`config.mk`:
```
export PLATFORM = sky130hd
export DESIGN_NAME = wb_pipe_select
export DESIGN_NICKNAME = d
export VERILOG_FILES = /design/src/rtl/wb_pipe_select_pkg.sv /design/src/rtl/wb_src_mux.sv /design/src/rtl/wb_pipe_select.sv
export SDC_FILE = /design/constraint.sdc
export NUM_CORES = 1
export LEC_CHECK = 0
export CAP_MARGIN = 20
export CORE_UTILIZATION = 29
export CTS_CLUSTER_SIZE = 25
export DETAILED_ROUTE_END_ITERATION = 8
export PLACE_DENSITY_LB_ADDON = 0.3
export SYNTH_ARGS = -nofsm -noshare
export SYNTH_HDL_FRONTEND = slang
export SYNTH_SLANG_ARGS = --single-unit
```
`constraint.sdc`:
```
create_clock -name clk -period 1.3 [get_ports clk]
set_input_delay 0.26 -clock clk [delete_from_list [all_inputs] [get_ports clk]]
set_output_delay 0.26 -clock clk [all_outputs]
set_load 0.02 [all_outputs]
```
`src/rtl/wb_pipe_select_pkg.sv`:
```
// Write-back select package: default widths and write-back source encodings.
// Latency: n/a (constants only).
// Backpressure: n/a.
// Contents: default DATA_W/REG_AW/NUM_SRC/SEL_W and the WB_SEL_* source codes.
package wb_pipe_select_pkg;

  localparam int WB_DATA_W  = 16;
  localparam int WB_REG_AW  = 4;
  localparam int WB_NUM_SRC = 4;
  localparam int WB_SEL_W   = 3;

  // Source codes as packed by the memory stage; all-ones is the NOP code.
  localparam logic [WB_SEL_W-1:0] WB_SEL_ALU = 3'd0;
  localparam logic [WB_SEL_W-1:0] WB_SEL_MEM = 3'd1;
  localparam logic [WB_SEL_W-1:0] WB_SEL_PC  = 3'd2;
  localparam logic [WB_SEL_W-1:0] WB_SEL_IH  = 3'd3;
  localparam logic [WB_SEL_W-1:0] WB_SEL_NOP = {WB_SEL_W{1'b1}};

endpackage

```
`src/rtl/wb_src_mux.sv`:
```
// Purely combinational NUM_SRC:1 mux over a packed source bus.
// Latency: 0 cycles.
// Backpressure: none.
// Ports: i_src_data (packed, source 0 in LSBs), i_sel (index),
//        o_data (selected word, 0 when out of range), o_out_of_range (i_sel >= NUM_SRC).
module wb_src_mux #(
  parameter int DATA_W  = 16,
  parameter int NUM_SRC = 4,
  parameter int SEL_W   = 3
) (
  input  logic [NUM_SRC*DATA_W-1:0] i_src_data,
  input  logic [SEL_W-1:0]          i_sel,
  output logic [DATA_W-1:0]         o_data,
  output logic                      o_out_of_range
);

  localparam logic [SEL_W-1:0] LAST_SRC = SEL_W'(NUM_SRC - 1);

  always_comb begin
    o_data = '0;
    for (int i = 0; i < NUM_SRC; i++) begin
      if (i_sel == SEL_W'(i)) begin
        o_data = i_src_data[i*DATA_W +: DATA_W];
      end
    end
  end

  assign o_out_of_range = (i_sel > LAST_SRC);

endmodule

```
`src/rtl/wb_pipe_select.sv`:
```
// MEM/WB pipeline register with write-back source select, sticky illegal-select flag and bypass lookup.
// Latency: 1 cycle from inputs to wb_* outputs; forwarding outputs are combinational from registered state.
// Backpressure: stall holds every registered output; flush squashes the incoming instruction (flush wins).
// Ports: clk/rst (sync, active-high); stall, flush, in_valid, src_data, wb_sel, wb_en_in, wb_addr_in in;
//        wb_data, wb_addr, wb_we, wb_valid, sel_err out; fwd_a/b_addr in, fwd_a/b_hit and fwd_data out.
module wb_pipe_select
  import wb_pipe_select_pkg::*;
#(
  parameter int DATA_W  = WB_DATA_W,
  parameter int REG_AW  = WB_REG_AW,
  parameter int NUM_SRC = WB_NUM_SRC,
  parameter int SEL_W   = WB_SEL_W
) (
  input  logic                      clk,
  input  logic                      rst,
  input  logic                      stall,
  input  logic                      flush,
  input  logic                      in_valid,
  input  logic [NUM_SRC*DATA_W-1:0] src_data,
  input  logic [SEL_W-1:0]          wb_sel,
  input  logic                      wb_en_in,
  input  logic [REG_AW-1:0]         wb_addr_in,
  output logic [DATA_W-1:0]         wb_data,
  output logic [REG_AW-1:0]         wb_addr,
  output logic                      wb_we,
  output logic                      wb_valid,
  output logic                      sel_err,
  input  logic [REG_AW-1:0]         fwd_a_addr,
  input  logic [REG_AW-1:0]         fwd_b_addr,
  output logic                      fwd_a_hit,
  output logic                      fwd_b_hit,
  output logic [DATA_W-1:0]         fwd_data
);

  // The all-ones code is reserved for NOP, so every real source must sit below it.
  if (NUM_SRC >= (1 << SEL_W)) begin : g_bad_cfg
    $error("wb_pipe_select: NUM_SRC must be < 2**SEL_W");
  end

  logic [DATA_W-1:0] w_mux_data;
  logic              w_sel_oor;
  logic              w_sel_nop;
  logic              w_sel_illegal;

  logic [DATA_W-1:0] r_data;
  logic [REG_AW-1:0] r_addr;
  logic              r_we;
  logic              r_valid;
  logic              r_err;

  wb_src_mux #(
    .DATA_W  (DATA_W),
    .NUM_SRC (NUM_SRC),
    .SEL_W   (SEL_W)
  ) u_src_mux (
    .i_src_data     (src_data),
    .i_sel          (wb_sel),
    .o_data         (w_mux_data),
    .o_out_of_range (w_sel_oor)
  );

  assign w_sel_nop     = (wb_sel == {SEL_W{1'b1}});
  assign w_sel_illegal = w_sel_oor & ~w_sel_nop;

  always_ff @(posedge clk) begin
    if (rst) begin
      r_data  <= '0;
      r_addr  <= '0;
      r_we    <= 1'b0;
      r_valid <= 1'b0;
      r_err   <= 1'b0;
    end else if (flush) begin
      // Squash takes priority over stall; data/addr keep their last values.
      r_we    <= 1'b0;
      r_valid <= 1'b0;
    end else if (!stall) begin
      if (!in_valid) begin
        r_we    <= 1'b0;
        r_valid <= 1'b0;
      end else if (!w_sel_oor) begin
        r_data  <= w_mux_data;
        r_addr  <= wb_addr_in;
        r_we    <= wb_en_in;
        r_valid <= 1'b1;
      end else begin
        // NOP and illegal selects both occupy the stage without writing.
        r_we    <= 1'b0;
        r_valid <= 1'b1;
        if (w_sel_illegal) begin
          r_err <= 1'b1;
        end
      end
    end
  end

  assign wb_data  = r_data;
  assign wb_addr  = r_addr;
  assign wb_we    = r_we;
  assign wb_valid = r_valid;
  assign sel_err  = r_err;

  // r0 is deliberately not special-cased; the decoder never enables writes to it.
  assign fwd_a_hit = r_we & (fwd_a_addr == r_addr);
  assign fwd_b_hit = r_we & (fwd_b_addr == r_addr);
  assign fwd_data  = r_data;

endmodule
```
==> results of run 1 <==
==> metrics by stage <==
| stage | instance area (sq um) | cells | total power [mW] | hold slack, ns | utilization, % |
|---|---|---|---|---|---|
| global placement | 2820 | 334 | 1.35 | 0.456 | 59.4 |
| global route | 2890 | 340 | 1.88 | 0.504 | 60.8 |
| floorplan | 1470 | 147 | 0.982 | 0.338 | - |
| CTS | 2870 | 340 | 1.81 | 0.474 | 60.3 |
| finish | 2890 | 340 | 1.78 | 0.470 | 60.8 |
| detailed placement | 2820 | 334 | 1.36 | 0.461 | 59.4 |
==> sequential cells by signal, summed over array words and instances, names as in the netlist <==
signal / cells
fwd_data: 16
sel_err: 1
wb_addr: 4
wb_valid: 1
wb_we: 1
==> critical path: stages (launching register included) <==
cell,delay [ns]
dfxtp_4,0.37
xnor2_2,0.13
nand2_2,0.09
nor4_4,0.26
buf_4,0.17
==> layout make-up <==
cell class | instances | share of cell area [%]
timing repair buffer | 148 | 48.9
multi-input combinational | 97 | 30.1
sequential | 23 | 16.3
tap | 67 | 2.90
clock buffer | 3 | 1.43
clock inverter | 1 | 0.216
inverter | 1 | 0.130
==> worst min-delay path by stage <==
stage,end,cells after the start,slack (ns),start
after floorplan,wb_valid$_SDFFE_PP0N_,1,0.34,flush
after global placement,sel_err$_SDFFE_PP0P_,2,0.46,sel_err$_SDFFE_PP0P_
after detailed placement,wb_valid$_SDFFE_PP0N_,2,0.46,wb_valid$_SDFFE_PP0N_
after CTS,wb_valid$_SDFFE_PP0N_,2,0.47,wb_valid$_SDFFE_PP0N_
after global routing,wb_valid$_SDFFE_PP0N_,2,0.50,wb_valid$_SDFFE_PP0N_
final,wb_valid$_SDFFE_PP0N_,2,0.47,wb_valid$_SDFFE_PP0N_
==> power breakdown <==
group,internal (mW),total (mW),switching (mW)
Sequential,0.718,0.732,0.0137
Combinational,0.372,0.590,0.218
Clock,0.218,0.460,0.241
==> repair_timing <==
action                                 in CTS  in global routing
pin swaps                                   5                  3
endpoints found under the hold margin       0                  0
setup endpoints to repair                  61                 26
gates resized for setup                    73                 18
setup buffers                               1                  0
gates cloned                                1                  0
==> routing by layer <==
metal	track usage [%]	wire [um]	up-vias
met3	4.86	392	8
li1	-	-	802
met1	19.8	1860	729
met4	7.41	85	0
met2	32.3	2360	80
met5	0	0	-
==> Yosys cell counts, drive strengths merged <==
master,number,area share (%)
nor3b,1,0.52
mux4,1,1.6
xor2,6,3.7
nor3,1,0.35
a21oi,1,0.35
xnor2,2,1.2
a22o,1,0.61
nor4,3,2.3
a31oi,1,0.44
clkbuf,5,1.3
inv,1,0.26
nand2,19,5.0
nor4b,1,1.7
nor4bb,1,0.70
a211oi,1,0.52
dfxtp,23,32
buf,22,11
mux2i,19,13
a32o,15,10
a221o,15,10
nor2,7,2.2
nand2b,1,0.44
==> logic make-up (layout without fill, tap and decap cells) <==
family                 Yosys count  after routing  synth area share (%)
AND/OR/NAND/NOR                 34             35                  13.1
flip-flops                      23             23                  32.0
multiplexers                    20             20                  14.8
XOR/XNOR                         8              8                  4.87
buffers and inverters           28            153                  12.4
AO/OA/AOI/OAI                   34             34                  22.8
==> flow_metrics.tcl, run 1 <==
set metrics [dict create \
    endpoint "fwd_b_hit" \
    rows 25 \
    grt_pass1_wl_mm 7.22 \
    port_buffers 125 \
    crit_type "reg -> out" \
    tns_ns -0.448 \
    via_count 1619 \
    yosysWarnings 0 \
    cp.required_ns 1.04 \
    die_x_um 72.4 \
    viasPerCell 4.76 \
    clk_pin_slew_ns 0.08 \
    drt_iter0_markers 29 \
    maxSlewHeadroom_pct 74.5 \
    cts.path.max_buffers 2 \
    vdd_drop_max_mv 0.383 \
    cts_tree "done" \
    clockRootBuffer "clkbuf_8" \
    critPathLaunchType "register" \
    syn_to_final_growth_pct 101 \
    cts.hold.buffers_added 0 \
    critPathMaxFanout 3 \
    period_share_pct 118 \
    wire_per_inst_um 13.8 \
    hpwl_mm 3.77 \
    diodes 0 \
    maxSlewViolCount 0 \
    r2r_start "wb_we$_SDFFE_PP0N_" \
    antenna_found_initial 0 \
    die_area_sq_um 5250 \
    clk_latency_ns 0.26 \
    synth_nets 232 \
    fillers 457 \
    rr_worst_depth 3 \
    syn_avg_cell_area_sq_um 9.79 \
    multiInputGateArea_sq_um 871 \
    violations "setup timing" \
    first_pass_iters 4 \
    start_util_pct 30.3 \
    end_kind "primary output" \
    netlist_instances 147 \
    ys_seq_elements 23 \
    numCtsBuffers 3 \
    drc_errors 0 \
    regArea_sq_um 472 \
    ios 126 \
    preCtsSetupSlack_ns -0.807 \
    max_freq_ghz 0.652 \
    finalHoldViolCount 0 \
    power.leakage_nw 1.32 \
    core-area_sq_um 4750 \
    period_minus_slack_ns 1.53 \
    fin_skew_ns 0 \
    regToRegSetupSlack_ns 0.53 \
    power_density_nw_per_um2 616 \
    place_congestion 0.725 \
    r2r_end "wb_we$_SDFFE_PP0N_" \
    critPathLaunch "wb_addr[1]$_SDFFE_PP0P_" \
    overflow 0 \
    grt_pass1_vias 1606 \
    fp.dieH_um 72.4 \
    htreeDepth 1 \
    status "complete, but fails checks" \
    tightestPinTransition_ns 0.382 \
    track_usage_pct 17.9 \
    final_common_cell "clkdlybuf4s50_1" \
    grt_max_degree 24 \
    totalWireLength_mm 4.70 \
    cp.arrival_ns 1.27 \
    cts.sinks 23 \
    ant_nets 0 \
    fin_ws_ns -0.234 \
    hold_class "reg -> reg" \
    cap_violations 0 \
    ys_seq_area_share_pct 32.0 \
    final_cell_mix "clkdlybuf4s50_1 (74), dlygate4sd2_1 (35), mux2i_1 (19), buf_4 (19)" \
    synth_cell_types 26 \
    netlist_area_sq_um 1440 \
    rsz0062_at_grt "true" \
    drive_above_1_share_pct 19.0 \
    setup_viol 2 \
    finalNetCount 359 \
]
Power figures use the tool's default switching activity.
==> run 2, diff against run 1 <==
Settings changed: CORE_ASPECT_RATIO from default to 1.4, SKIP_LAST_GASP from default to 1.
==> run 2 against run 1 <==
The flow still finishes with violations (setup timing). Cell count up 0.29%. Wire length up 9.5%. Sequential power about the same. Sequential share of layout area decreased by 0.32 points. Register-to-register slack about the same. Non-clock buffer count rose by 4. Die area about the same. Critical path depth unchanged. Clock skew stayed put. Critical path type is now in -> out. Critical endpoint is now fwd_a_hit. Largest cell class unchanged.
==> flow_metrics.tcl, run 2 (synthesis results as in run 1) <==
set metrics [dict create \
    max_freq_ghz 0.639 \
    via_count 1673 \
    clk_latency_ns 0.26 \
    violations "setup timing" \
    tns_ns -0.510 \
    rsz0062_at_grt "true" \
    die_x_um 61.5 \
    maxSlewHeadroom_pct 73.3 \
    cts.path.max_buffers 2 \
    final_common_cell "clkdlybuf4s50_1" \
    placed_area_sq_um 2820 \
    stdcell_area_sq_um 2930 \
    antenna_found_initial 0 \
    power.leakage_nw 1.32 \
    hold_class "in -> reg" \
    power_density_nw_per_um2 621 \
    overflow 0 \
    rows 30 \
    hpwl_mm 4.04 \
    end_kind "primary output" \
    clk_pin_slew_ns 0.08 \
    viasPerCell 4.91 \
    maxSlewViolCount 0 \
    use_met1_pct 20.0 \
    cap_violations 0 \
    ant_nets 0 \
    clockRootBuffer "clkbuf_8" \
    tightestPinTransition_ns 0.400 \
    syn_to_final_growth_pct 103 \
    ios 126 \
    busiest_layer "met2" \
    cp.arrival_ns 1.30 \
    finalHoldViolCount 0 \
    die_area_sq_um 5250 \
    start_util_pct 29.9 \
    grt_pass1_vias 1686 \
    period_minus_slack_ns 1.56 \
    core-area_sq_um 4800 \
    fp.dieH_um 85.3 \
    status "complete, but fails checks" \
    drive_above_1_share_pct 20.9 \
    largest_reg_flops 16 \
    crit_type "in -> out" \
    vdd_drop_max_mv 0.432 \
    first_pass_iters 2 \
    grt_util_met2_pct 38.0 \
    grt_max_degree 19 \
    critPathMaxFanout 1 \
    finalNetCount 363 \
    diodes 0 \
    whs_ns 0.442 \
    setup_viol 2 \
    drc_errors 0 \
    wire_per_inst_um 15.1 \
    port_buffers 125 \
    fin_ws_ns -0.264 \
    place_congestion 0.758 \
    grt_pass1_wl_mm 7.84 \
    htreeDepth 1 \
    grt_use_met3_pct 4.88 \
    fillers 452 \
    period_share_pct 120 \
    totalWireLength_mm 5.14 \
    cts.sinks 23 \
    final_cell_mix "clkdlybuf4s50_1 (75), dlygate4sd2_1 (28), buf_4 (21), mux2i_1 (19), dfxtp_1 (19)" \
    drt_iter0_markers 27 \
    cp.required_ns 1.04 \
    track_usage_pct 20.2 \
    fin_skew_ns 0 \
    numCtsBuffers 3 \
    critPathLaunchType "primary input" \
    cts_tree "done" \
]
[run 2: path summary, 6_finish.rpt]
check	end	startpoint	cells after the start	slack (ns)
worst max-delay path	fwd_a_hit	fwd_a_addr[2]	4	-0.26
worst min-delay path	wb_we$_SDFFE_PP0N_	wb_sel[2]	4	0.44
worst max register to register	wb_addr[1]$_SDFFE_PP0P_	wb_addr[1]$_SDFFE_PP0P_	3	0.54
worst min register to register	sel_err$_SDFFE_PP0P_	sel_err$_SDFFE_PP0P_	2	0.48
[run 2: repair_timing]
item	4_1_cts	5_1_grt
gates cloned	2	1
gates resized for setup	73	29
setup buffers	1	0
pin swaps	4	4
setup endpoints to repair	61	32
hold endpoints to repair	0	0
hold buffers	0	0
[run 2: cell type report]
type | instances | area (sq um) | area share [%]
multi-input cells | 97 | 887 | 30.3
clock buffers | 3 | 41.3 | 1.41
repair buffers | 152 | 1440 | 49.2
clock inverters | 1 | 6.26 | 0.214
well taps | 64 | 80.1 | 2.74
flip-flops and latches | 23 | 468 | 16.0
inverters | 1 | 3.75 | 0.128
[run 2: metal layers]
layer	share of wire, %	vias up	routed length (um)
li1	-	814	-
met1	34	768	1740
met2	56	85	2870
met3	8.6	6	444
met4	1.6	0	83
met5	0	-	0
[run 2: worst max-delay path, stage by stage]
cell and delay (ns):
clkdlybuf4s50_1 0.41, xor2_1 0.17, nor4_4 0.28, buf_4 0.18
[run 2: power by group]
group          total (mW)  internal [mW]  switching, mW
registers           0.734          0.720         0.0139
clock network       0.468          0.219          0.249
logic               0.616          0.388          0.228
[run 2: through the flow]
stage	cells	setup WS, ns	util (%)	power (mW)
finish	341	-0.264	60.9	1.82
global placement	333	-0.803	58.7	1.35
floorplan	147	-0.00119	-	0.982
detailed placement	333	-0.837	58.7	1.36
CTS	340	-0.330	60.5	1.82
global route	341	-0.312	60.9	1.90
==> run 3, diff against run 2 <==
Settings changed: CAP_MARGIN 20 to default.
==> results of run 3 <==
The final DEF is identical to that of run 2; final timing and power are the same.
